$ cat src/rtl/delivery_game_pkg.sv
// Shared definitions for the delivery game blocks:
// board geometry and the target picker state encoding.
package delivery_game_pkg;

   localparam int NUM_CELLS = 16;
   localparam int ADDR_W    = 4;

   typedef enum logic [2:0] {
      IDLE  = 3'd0,
      ROLL  = 3'd1,
      CHECK = 3'd2,
      SCAN  = 3'd3,
      HOLD  = 3'd4,
      DONE  = 3'd5
   } state_t;

endpackage

$ cat src/rtl/target_picker.sv
// Picks an undelivered cell as the next delivery target: random draws
// from the upstream LFSR first, then a linear scan as fallback.
module target_picker
   import delivery_game_pkg::*;
#(
   parameter int MAX_RETRIES = 8
) (
   input  logic              clock,
   input  logic              reset,
   input  logic              new_round,
   input  logic              request,
   input  logic              deliver,
   input  logic [ADDR_W-1:0] player_pos,
   input  logic [ADDR_W-1:0] rand_address,
   output logic              rand_enable,
   output logic [ADDR_W-1:0] target,
   output logic              target_valid,
   output logic              all_delivered,
   output logic [4:0]        delivered_count
);

   localparam logic [4:0] LP_MAX  = 5'(MAX_RETRIES);
   localparam logic [4:0] LP_FULL = 5'(NUM_CELLS);

   state_t               r_state;
   state_t               w_next;
   logic [NUM_CELLS-1:0] r_mask;
   logic [ADDR_W-1:0]    r_target;
   logic [ADDR_W-1:0]    r_ptr;
   logic [3:0]           r_retry;
   logic [4:0]           r_count;
   logic                 r_all;

   logic                 w_full;
   logic                 w_accept;
   logic                 w_scan_hit;
   logic [4:0]           w_retry_inc;
   logic                 w_retry_out;
   logic [4:0]           w_count_inc;

   assign w_full      = &r_mask;
   assign w_accept    = !r_mask[rand_address] &&
                        (rand_address != player_pos);
   assign w_scan_hit  = !r_mask[r_ptr];
   assign w_retry_inc = {1'b0, r_retry} + 5'd1;
   assign w_retry_out = (w_retry_inc >= LP_MAX);
   assign w_count_inc = r_count + 5'd1;

   always_ff @(posedge clock) begin
      if (reset) begin
         r_state <= IDLE;
      end else begin
         r_state <= w_next;
      end
   end

   always_comb begin
      w_next       = r_state;
      rand_enable  = 1'b0;
      target_valid = 1'b0;
      case (r_state)
         IDLE: begin
            if (w_full)       w_next = DONE;
            else if (request) w_next = ROLL;
         end
         ROLL: begin
            rand_enable = 1'b1;
            w_next      = CHECK;
         end
         CHECK: begin
            if (w_accept)         w_next = HOLD;
            else if (w_retry_out) w_next = SCAN;
            else                  w_next = ROLL;
         end
         SCAN: begin
            if (w_scan_hit) w_next = HOLD;
         end
         HOLD: begin
            target_valid = 1'b1;
            if (deliver) w_next = IDLE;
         end
         DONE: begin
            w_next = DONE;
         end
         default: w_next = IDLE;
      endcase
      // A new round overrides whatever the current state would do.
      if (new_round) w_next = IDLE;
   end

   always_ff @(posedge clock) begin
      if (reset) begin
         r_mask   <= '0;
         r_target <= '0;
         r_ptr    <= '0;
         r_retry  <= '0;
         r_count  <= '0;
         r_all    <= 1'b0;
      end else if (new_round) begin
         r_mask  <= '0;
         r_count <= '0;
         r_all   <= 1'b0;
      end else begin
         case (r_state)
            IDLE: begin
               if (!w_full && request) r_retry <= '0;
            end
            CHECK: begin
               if (w_accept) begin
                  r_target <= rand_address;
               end else begin
                  r_retry <= w_retry_inc[3:0];
                  if (w_retry_out) r_ptr <= rand_address;
               end
            end
            SCAN: begin
               if (w_scan_hit) r_target <= r_ptr;
               else            r_ptr    <= r_ptr + 4'd1;
            end
            HOLD: begin
               // Target is never a delivered cell, so count stays <= 16.
               if (deliver && !r_mask[r_target]) begin
                  r_mask[r_target] <= 1'b1;
                  r_count          <= w_count_inc;
                  r_all            <= (w_count_inc == LP_FULL);
               end
            end
            default: ;
         endcase
      end
   end

   assign target          = r_target;
   assign all_delivered   = r_all;
   assign delivered_count = r_count;

endmodule

$ cat config.mk
export PLATFORM = sky130hd
export DESIGN_NAME = target_picker
export DESIGN_NICKNAME = d
export VERILOG_FILES = /design/src/rtl/delivery_game_pkg.sv /design/src/rtl/target_picker.sv
export SDC_FILE = /design/constraint.sdc
export NUM_CORES = 1
export LEC_CHECK = 0
export CAP_MARGIN = 15
export CORE_MARGIN = 3
export CORE_UTILIZATION = 56
export CTS_CLUSTER_DIAMETER = 60
export DETAILED_ROUTE_END_ITERATION = 12
export GPL_TIMING_DRIVEN = 0
export PLACE_DENSITY = 0.86
export RECOVER_POWER = 100
export SLEW_MARGIN = 25
export SYNTH_ARGS = -nofsm -noshare
export SYNTH_HDL_FRONTEND = slang
export SYNTH_SLANG_ARGS = --single-unit
$ cat constraint.sdc
create_clock -name clock -period 2.6 [get_ports clock]
set_input_delay 0.39 -clock clock [delete_from_list [all_inputs] [get_ports clock]]
set_output_delay 0.39 -clock clock [all_outputs]
set_load 0.01 [all_outputs]
==> out/metrics.cfg <==
[run_status]
outcome = finished clean

[sta]
fin_hold_ws_ps = 435
worst_slew_pin_slew_ps = 743
finalMaxSlewViolations = 0
relSlewSlack_pct = 50.0
skew_ps = 2.24
setup_viol_count_final = 0
period_needed_ps = 2490
hold_viol_final = 0
max_freq_mhz = 402
rsz0062_at_grt = no
layout_setup_ws_ps = 114
period_share_pct = 95.6

[logic_synthesis]
synth_seq_area_share_pct = 32.1
yosys.area_share.simple_pct = 21.8
synth_top_family_by_area = simple AND/OR/NAND/NOR gates
synth_largest_area_cell = dfxtp_1
synth_top_flop_cell = dfxtp_1
syn_area_sq_um = 2310
synthXorXnorAreaFrac_pct = 3.42
yosysUniqueCellTypes = 52
synth_nets = 271
synthAdderAreaFrac_pct = 2.71
synth_mux_area_share_pct = 15.5
yosys_warnings = 0
netlist_instances = 253
syn_avg_cell_area_sq_um = 9.11
synth_top_area_share_pct = 32.1
synthArstFlopShare_pct = 0
synth_common_cells = dfxtp_1, nor2_1, nand2_1, a21oi_1, mux2i_1
synth_area_leaders = dfxtp_1, mux4_2, nor2_1, mux2i_1, a21oi_1
synth_edf_count = 0
yosys_register_bits = 37
synth_most_common_cell = dfxtp_1
synth_compound_area_share_pct = 20.9

[routing]
first_pass_iters = 8
drtIter0Drc = 236
drcViolationCount = 0
routedWlPerCell_um = 18.0
via_per_inst = 6.62
vias = 2170
final_antenna_net_count = 0
routed_wl_um = 5900

[worst_setup_path]
endpoint_kind = flop
cp_data_arrival_time_ps = 2670
worst_setup_path_start_kind = flop
crit_family = compound AO/OA/AOI/OAI gates
cp_max_fo = 5
required_ps = 2790
slowest_stage = mux4_2
max_stage_delay_ps = 480
cp.buffers_inverters = 0
rrSetupSlack_ps = 110
crit_chain = mux4_2, a22o_1, a211oi_4, o221ai_2, nor4_4, mux2_4
criticalPathCategory = flop to flop

[grt]
grt_usage_pct = 24.9
antenna_found_initial = 0
grt_pass1_wl_um = 9960
grt_max_degree = 14
grt_pass1_vias = 2029
overflow = 0

[final_layout]
area_delta_synth_final_pct = 15.3
drive_gt1_share_pct = 12.1
nets = 297
fin_cells = 328
diodes = 0
design_area_sq_um = 2660
final_core_util_pct = 69.5

[flow_run]
drv_cap = 0

[clock_tree]
h-tree-depth = 2
clockBufferDepth = 2
cts_tree = yes
clock-sinks = 37
cts_hold_buf = 0
clock_latency_ps = 290
ctsRootBufferMaster = clkbuf_8
path_clk_slew_ps = 80
cts_buffers = 5

[floorplanning]
core.rowCount = 22
ios = 25
coreArea_sq_um = 3830
die_h_um = 70.2
die_w_um = 70.2
initial_core_util_pct = 60.3
die_area_sq_um = 4920

[place]
placed_area_sq_um = 2560
place_ws_ps = -143
portBuffers = 19
dp_cells = 320
gp_congestion = 0.912
dp_hpwl_um = 4230

[power_and_ir_drop]
power_density_nw_per_um2 = 406
max-vdd-ir-drop_uv = 268
power.leakage_nw = 0.962

[worst_hold_path]
hold_path.class = input port to flop

## layout by cell type (no fill, tap or decap), types with 3 or more instances in the layout
master           count
nand4_1              4
clkbuf_8             5
xnor2_1              3
nor4_1               3
clkdlybuf4s50_1      7
a31oi_1              7
o21ai_0              9
clkbuf_1             6
dfxtp_1             36
nand3_1              6
a21oi_1             14
nor2b_1              8
mux2i_1             11
nor2_1              31
nand3b_1             3
a32o_1               3
xor2_1               6
a211oi_1             3
o21ai_1              3
a22o_1               7
a311oi_1             3
nor3b_1              3
dlygate4sd3_1       12
mux2_4               3
ha_1                 5
buf_2                3
nand2_1             16
mux4_2               9
a2111oi_0            3
inv_1                4
nor3_1               5
## tightest hold or removal path, stage by stage
cell,delay [ps]
buf_6,110
nand2_1,80
a311oi_1,100
## routing by layer
layer | track usage, % | part of all wire (%)
met5 | 0 | 0
met4 | 7.02 | 1.2
met3 | 4.32 | 8.0
met2 | 39.0 | 47
met1 | 35.2 | 44
## cell families (layout without fill, tap and decap cells)
logic type               count (synthesis)  count (layout)
AO/OA/AOI/OAI                           67              67
XOR/XNOR                                 9               9
adder cells (fa/ha/maj)                  5               5
buffers and inverters                   18              45
flip-flops                              37              37
multiplexers                            23              23
AND/OR/NAND/NOR                         94              94
## report_power, final
part	leakage (nW)	total (mW)	switching [mW]	internal, mW
clock	0.0445	0.419	0.229	0.190
combinational	0.619	0.0899	0.0535	0.0364
sequential	0.299	0.570	0.00235	0.568
total	0.962	1.08	0.285	0.794
## stage by stage
stage                     setup TNS (ps)  total power, mW
after floorplan                        0            0.640
after global placement              -336            0.670
after detailed placement            -486            0.672
after CTS                              0             1.08
after global routing                   0             1.12
final                                  0             1.08
## what timing repair did
item	CTS	global route
hold endpoints to repair	0	0
setup endpoints to repair	0	5
buffers inserted	0	0
gates resized for setup	0	4
## layout make-up
| cell class | instances | area (sq um) |
|---|---|---|
| multi-input combinational | 198 | 1490 |
| fill | 317 | 1170 |
| sequential | 37 | 742 |
| timing repair buffer | 19 | 190 |
| clock buffer | 5 | 68.8 |
| buffer | 14 | 68.8 |
| tap | 48 | 60.1 |
| clock inverter | 3 | 21.3 |
| inverter | 4 | 15.0 |
## sequential cells by signal (all words and copies together), names as in the netlist
name / cells
r_mask: 16
r_retry: 4
delivered_count: 5
all_delivered: 1
r_state: 3
target: 4
r_ptr: 4
## worst paths after layout
| check | from | end | depth (start not counted) |
|---|---|---|---|
| worst max register to register | r_mask[11]$_SDFFE_PP0P_ | target[3]$_SDFFE_PP0P_ | 6 |
| worst max-delay path | r_mask[11]$_SDFFE_PP0P_ | target[3]$_SDFFE_PP0P_ | 6 |
| worst min-delay path | rand_address[0] | r_ptr[0]$_SDFFE_PP0P_ | 3 |
| worst min register to register | all_delivered$_SDFFE_PP0P_ | all_delivered$_SDFFE_PP0P_ | 2 |
(Power assumes the default switching activity.)
==> RTL edit, RTL diff (same settings) <==
Register the inputs `new_round`, `request`, `deliver`, `player_pos` and `rand_address` before use, without a reset. The logic sees them one clock later.
--- a/src/rtl/target_picker.sv
+++ b/src/rtl/target_picker.sv
@@ -22,6 +22,20 @@
    localparam logic [4:0] LP_MAX  = 5'(MAX_RETRIES);
    localparam logic [4:0] LP_FULL = 5'(NUM_CELLS);
 
+   logic new_round_q;
+   logic request_q;
+   logic deliver_q;
+   logic [ADDR_W-1:0] player_pos_q;
+   logic [ADDR_W-1:0] rand_address_q;
+
+   always_ff @(posedge clock) begin
+      new_round_q    <= new_round;
+      request_q      <= request;
+      deliver_q      <= deliver;
+      player_pos_q   <= player_pos;
+      rand_address_q <= rand_address;
+   end
+
    state_t               r_state;
    state_t               w_next;
    logic [NUM_CELLS-1:0] r_mask;
@@ -39,8 +53,8 @@
    logic [4:0]           w_count_inc;
 
    assign w_full      = &r_mask;
-   assign w_accept    = !r_mask[rand_address] &&
-                        (rand_address != player_pos);
+   assign w_accept    = !r_mask[rand_address_q] &&
+                        (rand_address_q != player_pos_q);
    assign w_scan_hit  = !r_mask[r_ptr];
    assign w_retry_inc = {1'b0, r_retry} + 5'd1;
    assign w_retry_out = (w_retry_inc >= LP_MAX);
@@ -61,7 +75,7 @@
       case (r_state)
          IDLE: begin
             if (w_full)       w_next = DONE;
-            else if (request) w_next = ROLL;
+            else if (request_q) w_next = ROLL;
          end
          ROLL: begin
             rand_enable = 1'b1;
@@ -77,7 +91,7 @@
          end
          HOLD: begin
             target_valid = 1'b1;
-            if (deliver) w_next = IDLE;
+            if (deliver_q) w_next = IDLE;
          end
          DONE: begin
             w_next = DONE;
@@ -85,7 +99,7 @@
          default: w_next = IDLE;
       endcase
       // A new round overrides whatever the current state would do.
-      if (new_round) w_next = IDLE;
+      if (new_round_q) w_next = IDLE;
    end
 
    always_ff @(posedge clock) begin
@@ -96,21 +110,21 @@
          r_retry  <= '0;
          r_count  <= '0;
          r_all    <= 1'b0;
-      end else if (new_round) begin
+      end else if (new_round_q) begin
          r_mask  <= '0;
          r_count <= '0;
          r_all   <= 1'b0;
       end else begin
          case (r_state)
             IDLE: begin
-               if (!w_full && request) r_retry <= '0;
+               if (!w_full && request_q) r_retry <= '0;
             end
             CHECK: begin
                if (w_accept) begin
-                  r_target <= rand_address;
+                  r_target <= rand_address_q;
                end else begin
                   r_retry <= w_retry_inc[3:0];
-                  if (w_retry_out) r_ptr <= rand_address;
+                  if (w_retry_out) r_ptr <= rand_address_q;
                end
             end
             SCAN: begin
@@ -119,7 +133,7 @@
             end
             HOLD: begin
                // Target is never a delivered cell, so count stays <= 16.
-               if (deliver && !r_mask[r_target]) begin
+               if (deliver_q && !r_mask[r_target]) begin
                   r_mask[r_target] <= 1'b1;
                   r_count          <= w_count_inc;
                   r_all            <= (w_count_inc == LP_FULL);
Function: changed (Yosys sat finds a counterexample within 4 cycles, from zero or initial values and one cycle with reset high).
==> RTL edit against the unedited design <==
  * Fmax increased by 1.1%
  * Cell count up 0.91%
  * Global-route usage shrank 2.8 points
  * Power up 23%
  * Sequential cell count rose by 11
  * Design area rose by 11%
  * Combinational power rose by 7.7%
  * Clock power up 13%
  * Worst setup slack gained 0.028 ns
  * Wire length decreased by 5.9%
  * Synthesized area grew 11%
  * Via count is 2.2% lower
  * Clock skew rose by 0.0048 ns
==> RTL edit: results (changes against the unedited design) <==
Outcome:
- Status: completed (unchanged).

Layout:
- The multi-input combinational cell count came to 182 (was 198).
- The number of clock-tree buffers in the layout is 6 (was 5).
- The share of layout cells above drive strength 1 is 11.5% (was 12.1%).
- The post-route cell area is 2950 um^2 (was 2660 um^2).
- The final instance count without filler cells was 331 (was 328).
- The net total in the final layout is 296 (was 297).
- The count of filler cells inserted in the layout is 362 (was 317).
- The relative area of clock buffers and inverters in the final design is 3.27% (was 3.39%).

Yosys:
- The parity-gate share of the synthesized area counting xor and xnor cells is 3.07% (was 3.42%).
- The synthesized area per cell was 10.4 um^2 (was 9.11 um^2).
- The sequential element share of the synthesized area is 37.4% (was 32.1%).
- The complex-gate fraction of the synthesized area was 20.4% (was 20.9%).
- The number of storage elements in the synthesis netlist was 48 (was 37).

Global routing:
- The met3 track demand over resource in global routing came to 4.51% (was 4.32%).
- The maximum number of pins on one net before global-route repair is 16 (was 14).
- The via count of the first global-routing pass is 1984 (was 2029).
- The aggregate global-route resource usage is 22.1% (was 24.9%).

Routing:
- The total met3 wirelength after detailed routing is 315 um (was 469 um).
- The routed wirelength normalized by instance count was 16.8 um (was 18.0 um).
- The first-pass detailed-route iteration total came to 5 (was 8).
- The number of DRC violations after detailed-routing iteration 0 was 185 (was 236).
- The met1 wire length is 2510 um (was 2610 um).

Setup path:
- The slowest stage cell on the critical path is a211oi_4 (was mux4_2).
- The maximum fanout along the worst path is 10 (was 5).

Power and ir drop:
- The switching portion of total power is 24.0% (was 26.4%).
- The power dissipated in combinational cells is 0.0000968 W (was 0.0000899 W).
- The fraction of power consumed by combinational cells was 7.3% (was 8.3%).

Worst hold path:
- The type of the worst min-delay path was reg2reg (was in2reg).

Place:
- The placer congestion estimate is 0.893 (was 0.912).
- The number of placed instances, taps included is 323 (was 320).

STA:
- The worst-margin pin slew is 0.750 ns (was 0.743 ns).
## RTL edit: cell count changes after synthesis, moves of 4 or more
cell,unedited run,this run
a31oi_1,7,3
dfxtp_1,37,48
mux2i_1,11,7
nand2_1,16,11
nor2_1,31,19
o21ai_0,8,12
o21ai_1,4,0
o311a_1,0,4
## RTL edit: cells by family after synthesis
family | count (synthesis)
fa+ha+maj | 5
mux | 21
flops | 48
simple gates | 83
xor+xnor | 9
compound gates | 64
buf+inv | 17
## RTL edit: worst max-delay path, delay by kind of cell, from the launching register on
family	cells	cell delay [ns]
buffers and inverters	1	0.34
AOI/OAI and AO/OA	3	0.99
DFF	1	0.32
muxes	2	0.69
## RTL edit: worst paths after layout
check / slack (ns) / cells past startpoint / startpoint / to
hold reg to reg: 0.49 / 2 / all_delivered / all_delivered
hold / removal: 0.49 / 2 / all_delivered / all_delivered
setup reg to reg: 0.14 / 6 / rand_address_q[2] / r_ptr[1]
setup / recovery: 0.14 / 6 / rand_address_q[2] / r_ptr[1]
